File: src/rtl/display_pkg.sv
// display_pkg: shared types and constants for the multiplexed 7-segment driver.
//   seg_t      : 7-bit active-low segment vector {a,b,c,d,e,f,g}
//   code_t     : 4-bit character code
//   CODE_*     : non-numeric character codes
//   SEG_OFF    : all segments dark
//   err_code() : character shown on a given digit while the "Erro" override is active
package display_pkg;

    typedef logic [6:0] seg_t;
    typedef logic [3:0] code_t;

    localparam code_t CODE_BLANK = 4'b1010;
    localparam code_t CODE_E     = 4'b1011;
    localparam code_t CODE_R     = 4'b1100;
    localparam code_t CODE_O     = 4'b1101;
    localparam code_t CODE_A     = 4'b1110;
    localparam code_t CODE_F     = 4'b1111;

    localparam seg_t SEG_OFF = 7'b1111111;

    // "Erro" reads left to right on digits 3..0; wider displays pad with blanks.
    function automatic code_t err_code(input int unsigned idx);
        case (idx)
            0:       err_code = CODE_O;
            1, 2:    err_code = CODE_R;
            3:       err_code = CODE_E;
            default: err_code = CODE_BLANK;
        endcase
    endfunction

endpackage

File: src/rtl/seven_segment_rom.sv
// seven_segment_rom: combinational 4-bit character code to active-low segments.
//   code : character code (0-9, blank, E, r, o, A, F)
//   seg  : {a,b,c,d,e,f,g}, 0 lights the segment
module seven_segment_rom
    import display_pkg::*;
(
    input  code_t code,
    output seg_t  seg
);

    always_comb begin
        seg = SEG_OFF;
        case (code)
            4'd0:   seg = 7'b0000001;
            4'd1:   seg = 7'b1001111;
            4'd2:   seg = 7'b0010010;
            4'd3:   seg = 7'b0000110;
            4'd4:   seg = 7'b1001100;
            4'd5:   seg = 7'b0100100;
            4'd6:   seg = 7'b0100000;
            4'd7:   seg = 7'b0001111;
            4'd8:   seg = 7'b0000000;
            4'd9:   seg = 7'b0000100;
            CODE_E: seg = 7'b0110000;
            CODE_R: seg = 7'b1111010;
            CODE_O: seg = 7'b1100010;
            CODE_A: seg = 7'b0001000;
            CODE_F: seg = 7'b0111000;
            default: seg = SEG_OFF;
        endcase
    end

endmodule

File: src/rtl/multiplexed_display_driver.sv
// multiplexed_display_driver: time-multiplexed common-anode 7-segment driver.
// A loaded word is held in `pending` and only copied into `shown` at a frame
// boundary, so a frame never mixes digits from two different words.
//   clock      : system clock, rising edge
//   reset      : asynchronous, active-high
//   load       : one-cycle strobe capturing `value`
//   value      : packed 4-bit codes, digit 0 in [3:0]
//   error      : level; while high the display reads "Erro"
//   seg        : active-low {a,b,c,d,e,f,g}, registered
//   an         : active-low one-hot digit enable, registered
//   frame_done : one-cycle pulse as the scan wraps to digit 0
// Optional: define DISPLAY_LZS_EN for leading-zero suppression.
module multiplexed_display_driver
    import display_pkg::*;
#(
    parameter int DIGITS   = 4,
    parameter int SCAN_DIV = 50000
) (
    input  logic                  clock,
    input  logic                  reset,
    input  logic                  load,
    input  logic [4*DIGITS-1:0]   value,
    input  logic                  error,
    output seg_t                  seg,
    output logic [DIGITS-1:0]     an,
    output logic                  frame_done
);

    localparam int DIV_W = (SCAN_DIV > 1) ? $clog2(SCAN_DIV) : 1;
    localparam int IDX_W = $clog2(DIGITS);

    logic [DIV_W-1:0]           div_cnt;
    logic [IDX_W-1:0]           digit_idx;
    logic [DIGITS-1:0][3:0]     shown;
    logic [DIGITS-1:0][3:0]     pending;
    logic                       pend_valid;

    logic  tc;
    logic  boundary;
    code_t disp_code;
    seg_t  rom_seg;

    assign tc       = (div_cnt == DIV_W'(SCAN_DIV - 1));
    assign boundary = tc && (digit_idx == IDX_W'(DIGITS - 1));

    // Scan position
    always_ff @(posedge clock or posedge reset) begin
        if (reset) begin
            div_cnt   <= '0;
            digit_idx <= '0;
        end else if (tc) begin
            div_cnt   <= '0;
            digit_idx <= (digit_idx == IDX_W'(DIGITS - 1)) ? '0 : digit_idx + 1'b1;
        end else begin
            div_cnt   <= div_cnt + 1'b1;
        end
    end

    // Double-buffered word. A load landing on the boundary cycle bypasses
    // `pending` so it is not delayed by a whole extra frame.
    always_ff @(posedge clock or posedge reset) begin
        if (reset) begin
            shown      <= {DIGITS{CODE_BLANK}};
            pending    <= {DIGITS{CODE_BLANK}};
            pend_valid <= 1'b0;
        end else if (boundary) begin
            if (load) begin
                shown      <= value;
                pending    <= value;
                pend_valid <= 1'b0;
            end else if (pend_valid) begin
                shown      <= pending;
                pend_valid <= 1'b0;
            end
        end else if (load) begin
            pending    <= value;
            pend_valid <= 1'b1;
        end
    end

`ifdef DISPLAY_LZS_EN
    // lz_blank[i]: digit i and every digit above it are code 0000.
    logic [DIGITS-1:0] lz_blank;
    logic              all_zero;
    always_comb begin
        lz_blank = '0;
        all_zero = 1'b1;
        for (int i = DIGITS - 1; i >= 1; i--) begin
            all_zero    = all_zero && (shown[i] == 4'd0);
            lz_blank[i] = all_zero;
        end
    end
`endif

    always_comb begin
        disp_code = shown[digit_idx];
`ifdef DISPLAY_LZS_EN
        if (lz_blank[digit_idx]) disp_code = CODE_BLANK;
`endif
        if (error) disp_code = err_code(32'(digit_idx));
    end

    seven_segment_rom u_rom (
        .code (disp_code),
        .seg  (rom_seg)
    );

    // Anodes go dark on the first cycle of each slot so the previous digit's
    // segments never bleed onto the next digit while seg settles.
    always_ff @(posedge clock or posedge reset) begin
        if (reset) begin
            seg        <= SEG_OFF;
            an         <= '1;
            frame_done <= 1'b0;
        end else begin
            seg        <= rom_seg;
            an         <= (div_cnt == '0) ? '1 : ~(DIGITS'(1) << digit_idx);
            frame_done <= boundary;
        end
    end

endmodule

File: config.mk
export PLATFORM = sky130hd
export DESIGN_NAME = multiplexed_display_driver
export DESIGN_NICKNAME = d
export VERILOG_FILES = /design/src/rtl/display_pkg.sv /design/src/rtl/seven_segment_rom.sv /design/src/rtl/multiplexed_display_driver.sv
export SDC_FILE = /design/constraint.sdc
export NUM_CORES = 1
export LEC_CHECK = 0
export BUFFER_PORTS_ARGS = -buffer_cell sky130_fd_sc_hd__buf_2
export CAP_MARGIN = 10
export CORE_ASPECT_RATIO = 1.5
export CORE_UTILIZATION = 26
export CTS_CLUSTER_SIZE = 25
export DETAILED_ROUTE_END_ITERATION = 16
export SLEW_MARGIN = 40
export SYNTH_ARGS = -nofsm -noshare
export SYNTH_HDL_FRONTEND = slang
export SYNTH_SLANG_ARGS = --single-unit
export TNS_END_PERCENT = 100
File: constraint.sdc
create_clock -name clock -period 2.75 [get_ports clock]
set_input_delay 0.275 -clock clock [delete_from_list [all_inputs] [get_ports clock]]
set_output_delay 0.275 -clock clock [all_outputs]
set_load 0.1 [all_outputs]
# Word level (Yosys, flattened, before mapping)
# Memory sizes are Yosys's and may differ from the RTL's. A register that Yosys moved wholly into a read port is not among the register bits.
# Cells that the tools add are included.
# W data, S select, Z words.
[op_classes]
addsub = 2
n_lt_le_gt_ge = 1
n_eq_ne = 4
shifts = 1
mux = 11
n_bitwise = 1
n_reduce_logical = 7
[ops]
columns = ["op", "count"]
rows = [
  ["$mux W16", 3],
  ["$add A16 B1 Y16 const B", 1],
  ["$eq A16 B16 Y1 const B", 1],
  ["$logic_not A16 Y1", 1],
  ["$mux W4", 3],
  ["$pmux W4 S3", 1],
  ["$bmux W4 S2", 1],
  ["$eq A2 B2 Y1 const B", 2],
  ["$not A4 Y4", 1],
  ["$reduce_bool A2 Y1", 2],
  ["$shl A1 B2 Y4 const A", 1],
  ["$lt A2 B3 Y1 const B", 1],
  ["$add A2 B1 Y2 const B", 1],
  ["$eq A2 B1 Y1 const B", 1],
  ["$logic_not A2 Y1", 1],
  ["$mux W1", 2],
  ["$mux W2", 1],
  ["$reduce_and A2 Y1", 1],
  ["$reduce_or A2 Y1", 1],
  ["$logic_and A1 B1 Y1", 1],
]
[word_totals]
regBits = 56
mem_bits_ro = 112
out_inout_bits = 12
mem_count = 1
[mem_list]
columns = ["memory", "words", "width", "read_ports", "rd_clocked_by_memory_dff", "write_ports", "line_no", "text"]
rows = [
  ["(name not given)", 16, 7, 1, 1, 0, "seven_segment_rom.sv:13", "case (code)"],
]

# Longest topological paths before layout
[logic_depth]
word_depth = 4
mapped_depth = 9
depth_no_buf = 8

# By module
# Synthesis repeated with hierarchy kept, for this count alone.
[hier_totals]
hier_cells = 228
hier_area_um2 = 2951.6
[modules_own_cells]
columns = ["module", "n_inst", "cells_per_inst", "area_per_inst_um2"]
rows = [
  ["multiplexed_display_driver", 1, 191, 2686.3],
  ["seven_segment_rom", 1, 37, 265.3],
]

# Least setup slack after synthesis
# No wires, ideal clock.
[synth_timing]
path_type = "register to register"
startpoint = "register digit_idx[0]"
endpoint = "register seg[3]"
arrival_time_ps = 2066
required_ps = 2671
setup_slack_ps = 605
path_stages_with_launch = 7
path_buffers = 1
period_less_slack_ps = 2145
cell_sequence = "dfrtp_1 buf_2 mux4_2 a21o_1 ha_1 or3_1 and4_1"
[synth_via]
elab_chain_len = 4
elab_cells_between_ends = 9
[synth_rtl]
columns = ["item", "line_no", "text"]
rows = [
  ["from (decl)", "multiplexed_display_driver.sv:33", "logic [IDX_W-1:0] digit_idx;"],
  ["from (signal assigned)", "multiplexed_display_driver.sv:53", "digit_idx <= (digit_idx == IDX_W'(DIGITS - 1)) ? '0 : digit_idx + 1'b1;"],
  ["$eq A2 B1 Y1 or $eq A2 B2 Y1 (tied branches)", "display_pkg.sv:23", "case (idx)"],
  ["$reduce_or A2 Y1", "display_pkg.sv:23", ""],
  ["$pmux W4 S3", "display_pkg.sv:23", ""],
  ["$mux W4 *", "multiplexed_display_driver.sv:100", "if (error) disp_code = err_code(32'(digit_idx));"],
  ["to (decl)", "multiplexed_display_driver.sv:24", "output seg_t seg,"],
]
# Every way passes the cells marked *; elsewhere a longest branch is shown, timed or not. The select of a mux whose other input is x is not followed.
# A chain may end at the register's enable or synchronous reset.

# Worst setup path in the final report
[layout_timing]
startpoint = "register div_cnt[11]"
endpoint = "register shown[4] (netlist bit)"
[layout_via]
elab_chain_len = 3
[layout_rtl]
columns = ["item", "line_no", "text"]
rows = [
  ["from (decl)", "multiplexed_display_driver.sv:32", "logic [DIV_W-1:0] div_cnt;"],
  ["from (signal assigned)", "multiplexed_display_driver.sv:55", "div_cnt <= div_cnt + 1'b1;"],
  ["$eq A16 B16 Y1", "multiplexed_display_driver.sv:43", "assign tc = (div_cnt == DIV_W'(SCAN_DIV - 1));"],
  ["$logic_and A1 B1 Y1", "multiplexed_display_driver.sv:44", "assign boundary = tc && (digit_idx == IDX_W'(DIGITS - 1));"],
  ["$reduce_and A2 Y1 (no line)", "-", ""],
  ["to (signal assigned)", "multiplexed_display_driver.sv:63", "shown <= {DIGITS{CODE_BLANK}};"],
  ["to (signal assigned)", "multiplexed_display_driver.sv:68", "shown <= value;"],
  ["to (signal assigned)", "multiplexed_display_driver.sv:72", "shown <= pending;"],
  ["to (decl)", "multiplexed_display_driver.sv:34", "logic [DIGITS-1:0][3:0] shown;"],
]
# No other way between the ends.

==> run_results.csv <==
group,metric,value,unit
floorplanning,core,11500,um^2
drt,drt_iter0_drc,69,
final_layout,area_growth,21.2,%
setup_path,arrival,2520,ps
cts,insertion_delay,330,ps
drt,drtPass1Iterations,4,
global_routing,grt_pass1_vias,2098,
pwr,p_per_area,631,nW/um^2
synth,ys.flop_type,"dfrtp_1",
final_layout,drive_gt1_share,41.1,%
drt,postRouteAntennaNets,0,
cts,cts_hold_buf,0,
drt,avgViaCountPerCell,4.49,
setup_path,crit_slowest_cell,"or4_4",
timing,min_period_over_period,83.8,%
timing,tns,0,ps
global_routing,grt_pass1_wl,9850,um
synth,async_flop_share,100,%
cts,cts_made_buffers,9,
cts,ctsHtreeMaxLevel,3,
setup_path,start_kind,"flop",
hold_path,hold_class,"primary input to asynchronous set/reset pin",
timing,setup_viol,0,
cts,post_cts_buffers,0,
timing,setup_ws,445,ps
outcome,status,"complete, no violations",
timing,max_slew_margin,51.3,%
pwr,power_leakage,1.68,nW
timing,slew_violations,0,
synth,syn_inst,249,
cts,root_buffer,"clkbuf_16",
pwr,ir_worst_vdd,0.230,mV
drt,vias,1985,
floorplanning,fp.dieW,91.1,um
final_layout,fin_nets,320,
setup_path,crit_type,"flop to flop",
drt,wire_per_inst,13.6,um
setup_path,end_kind,"flop",
cts,cts_max_path_buffers,2,
cts,cts.sinks,63,
synth,synth_edf_count,0,
final_layout,antenna_cells,0,
timing,hold_violations,0,
cts,cts_tree,"done",
synth,synth_adder_area_share,5.25,%
setup_path,reg2reg_depth,4,
global_routing,antenna_found_initial,0,
synth,ys_types,45,
cts,clk_pin_slew,50,ps
floorplanning,die-area,12400,um^2
floorplanning,num_rows,48,
floorplanning,start_util,26.9,%
synth,yosys.area_share.xor_xnor,3.11,%
setup_path,cp_max_fo,16,
place,dp.final_hpwl,4410,um
floorplanning,dieHeight,136,um
timing,fmax,434,MHz
floorplanning,ioPinCount,32,
synth,synth.yosys.warnings,0,
drt,drt_wl_total,5990,um
pwr,power.total,2.37,mW
synth,synth_seq_area_share,52.0,%
synth,synth-simple-area-share,13.9,%
setup_path,critical_path_required,2960,ps
synth,syn_nets,282,
cts,cts_resized,0,
global_routing,gr-total-overflow,0,
synth,synth_mux_area_share,18.6,%
timing,worst_clock_skew,6.52,ps
timing,tightest_slew,731,ps
timing,period_minus_slack,2300,ps
global_routing,grt_usage,10.5,%
drt,drc,0,
place,gp_congestion,0.815,
synth,post_synth.cell_area_avg,12.4,um^2
global_routing,grt_max_degree,30,
synth,synth_compound_area_share,4.12,%
setup_path,crit_path_cell_trace,"or4_4 -> nor4_4 -> nand4b_4 -> mux2_4",
synth,synth_area,3100,um^2
place,io_buffers,31,
place,place_ws,458,ps
synth,synth_top_family_by_area,"multiplexers",
timing,rsz0062_at_grt,"no",
job,drv_cap,0,
synth,synth-seq-cells,63,
setup_path,slowest_delay,540,ps
[critical path, delay by kind of cell (launching register included)]
kind	cells	cell delay, ps
and+or+nand+nor	3	1350
muxes	1	410
DFF	1	420
[Yosys cell counts (4+ instances only)]
cell      instances  area (um^2)
nand4_1           6         37.5
mux2i_1          11          110
nor3_1            4         20.0
xnor2_1           4         35.0
xor2_1            7         61.3
a21oi_1           5         25.0
inv_1            15         56.3
nor2_1           14         52.6
ha_1             13          163
dfstp_2          27          709
nand2_1          15         56.3
nand3_1          11         55.1
dfrtp_1          36          901
clkbuf_1          4         15.0
mux2_4           10          150
mux2_2           22          248
nor4_1            5         31.3
[worst paths after layout]
| kind | from | to | slack [ps] |
|---|---|---|---|
| hold reg to reg | pending[4]$_DFFE_PP0P_ | pending[4]$_DFFE_PP0P_ | 500 |
| setup / recovery | div_cnt[11]$_DFF_PP0_ | shown[4]$_DFFE_PP0P_ | 450 |
| min in group clock | value[1] | pending[1]$_DFFE_PP1P_ | 200 |
| max in group asynchronous | reset | an[3]$_DFF_PP1_ | 1990 |
| hold / removal | reset | pending[12]$_DFFE_PP0P_ | 8 |
| setup reg to reg | div_cnt[11]$_DFF_PP0_ | shown[4]$_DFFE_PP0P_ | 450 |
[logic make-up after synthesis]
group	count (synthesis)
XOR/XNOR	11
flip-flops	63
multiplexers	46
AO/OA/AOI/OAI	18
AND/OR/NAND/NOR	75
buffers and inverters	23
adder cells (fa/ha/maj)	13
[where the power goes]
group	leakage [nW]	internal [mW]	switching, mW
Sequential	0.747	0.974	0.00701
Clock	0.156	0.817	0.399
Combinational	0.776	0.0520	0.120
Total	1.68	1.84	0.526
[stage by stage]
stage                     instance area (um^2)  util, %  hold WS, ps  cells
final                                     3750     32.6         8.35    442
after global routing                      3750     32.6         51.5    442
after CTS                                 3750     32.6         16.6    442
after detailed placement                  3430     29.8          382    426
after global placement                    3430     29.8          360    426
after floorplan                           3100        -          440    249
[cells in the final DEF (no fill, tap or decap), types with 2 or more instances in the layout]
cell type,count
o21ai_0,3
nor2_1,14
o31ai_1,2
dfrtp_1,36
nor3_1,4
and2_1,2
nand3_1,11
bufinv_16,2
ha_1,13
clkbuf_16,9
or3_1,3
buf_2,31
mux2_2,22
and4_1,2
buf_4,4
a21oi_1,5
inv_1,14
mux2_4,10
nand4_1,6
nand3b_1,2
nor4_1,5
dfstp_2,27
mux4_2,3
mux2i_1,11
xor2_1,7
nand2_1,15
xnor2_1,4
nor2b_1,2
[metal layers]
| metal | part of all wire, % | GRT usage [%] | vias up | wire length [um] |
|---|---|---|---|---|
| met1 | 42 | 11.1 | 990 | 2540 |
| li1 | - | - | 955 | - |
| met5 | 0 | 0 | - | 0 |
| met4 | 3.0 | 6.97 | 0 | 179 |
| met2 | 51 | 17.9 | 31 | 3050 |
| met3 | 3.8 | 3.14 | 9 | 230 |
[layout make-up]
type	count	area (um^2)
Fill cell	1176	7780
Sequential cell	63	1610
Multi-Input combinational cell	163	1390
Clock buffer	11	243
Tap cell	150	188
Timing Repair Buffer	35	185
Clock inverter	5	81.3
Inverter	15	56.3
[flip-flops by register name (all words and copies together), names as in the netlist]
signal,count
shown,16
seg,7
pending,16
an,4
pend_valid,1
frame_done,1
digit_idx,2
div_cnt,16
Note: power is estimated with default switching activity, not from simulation.
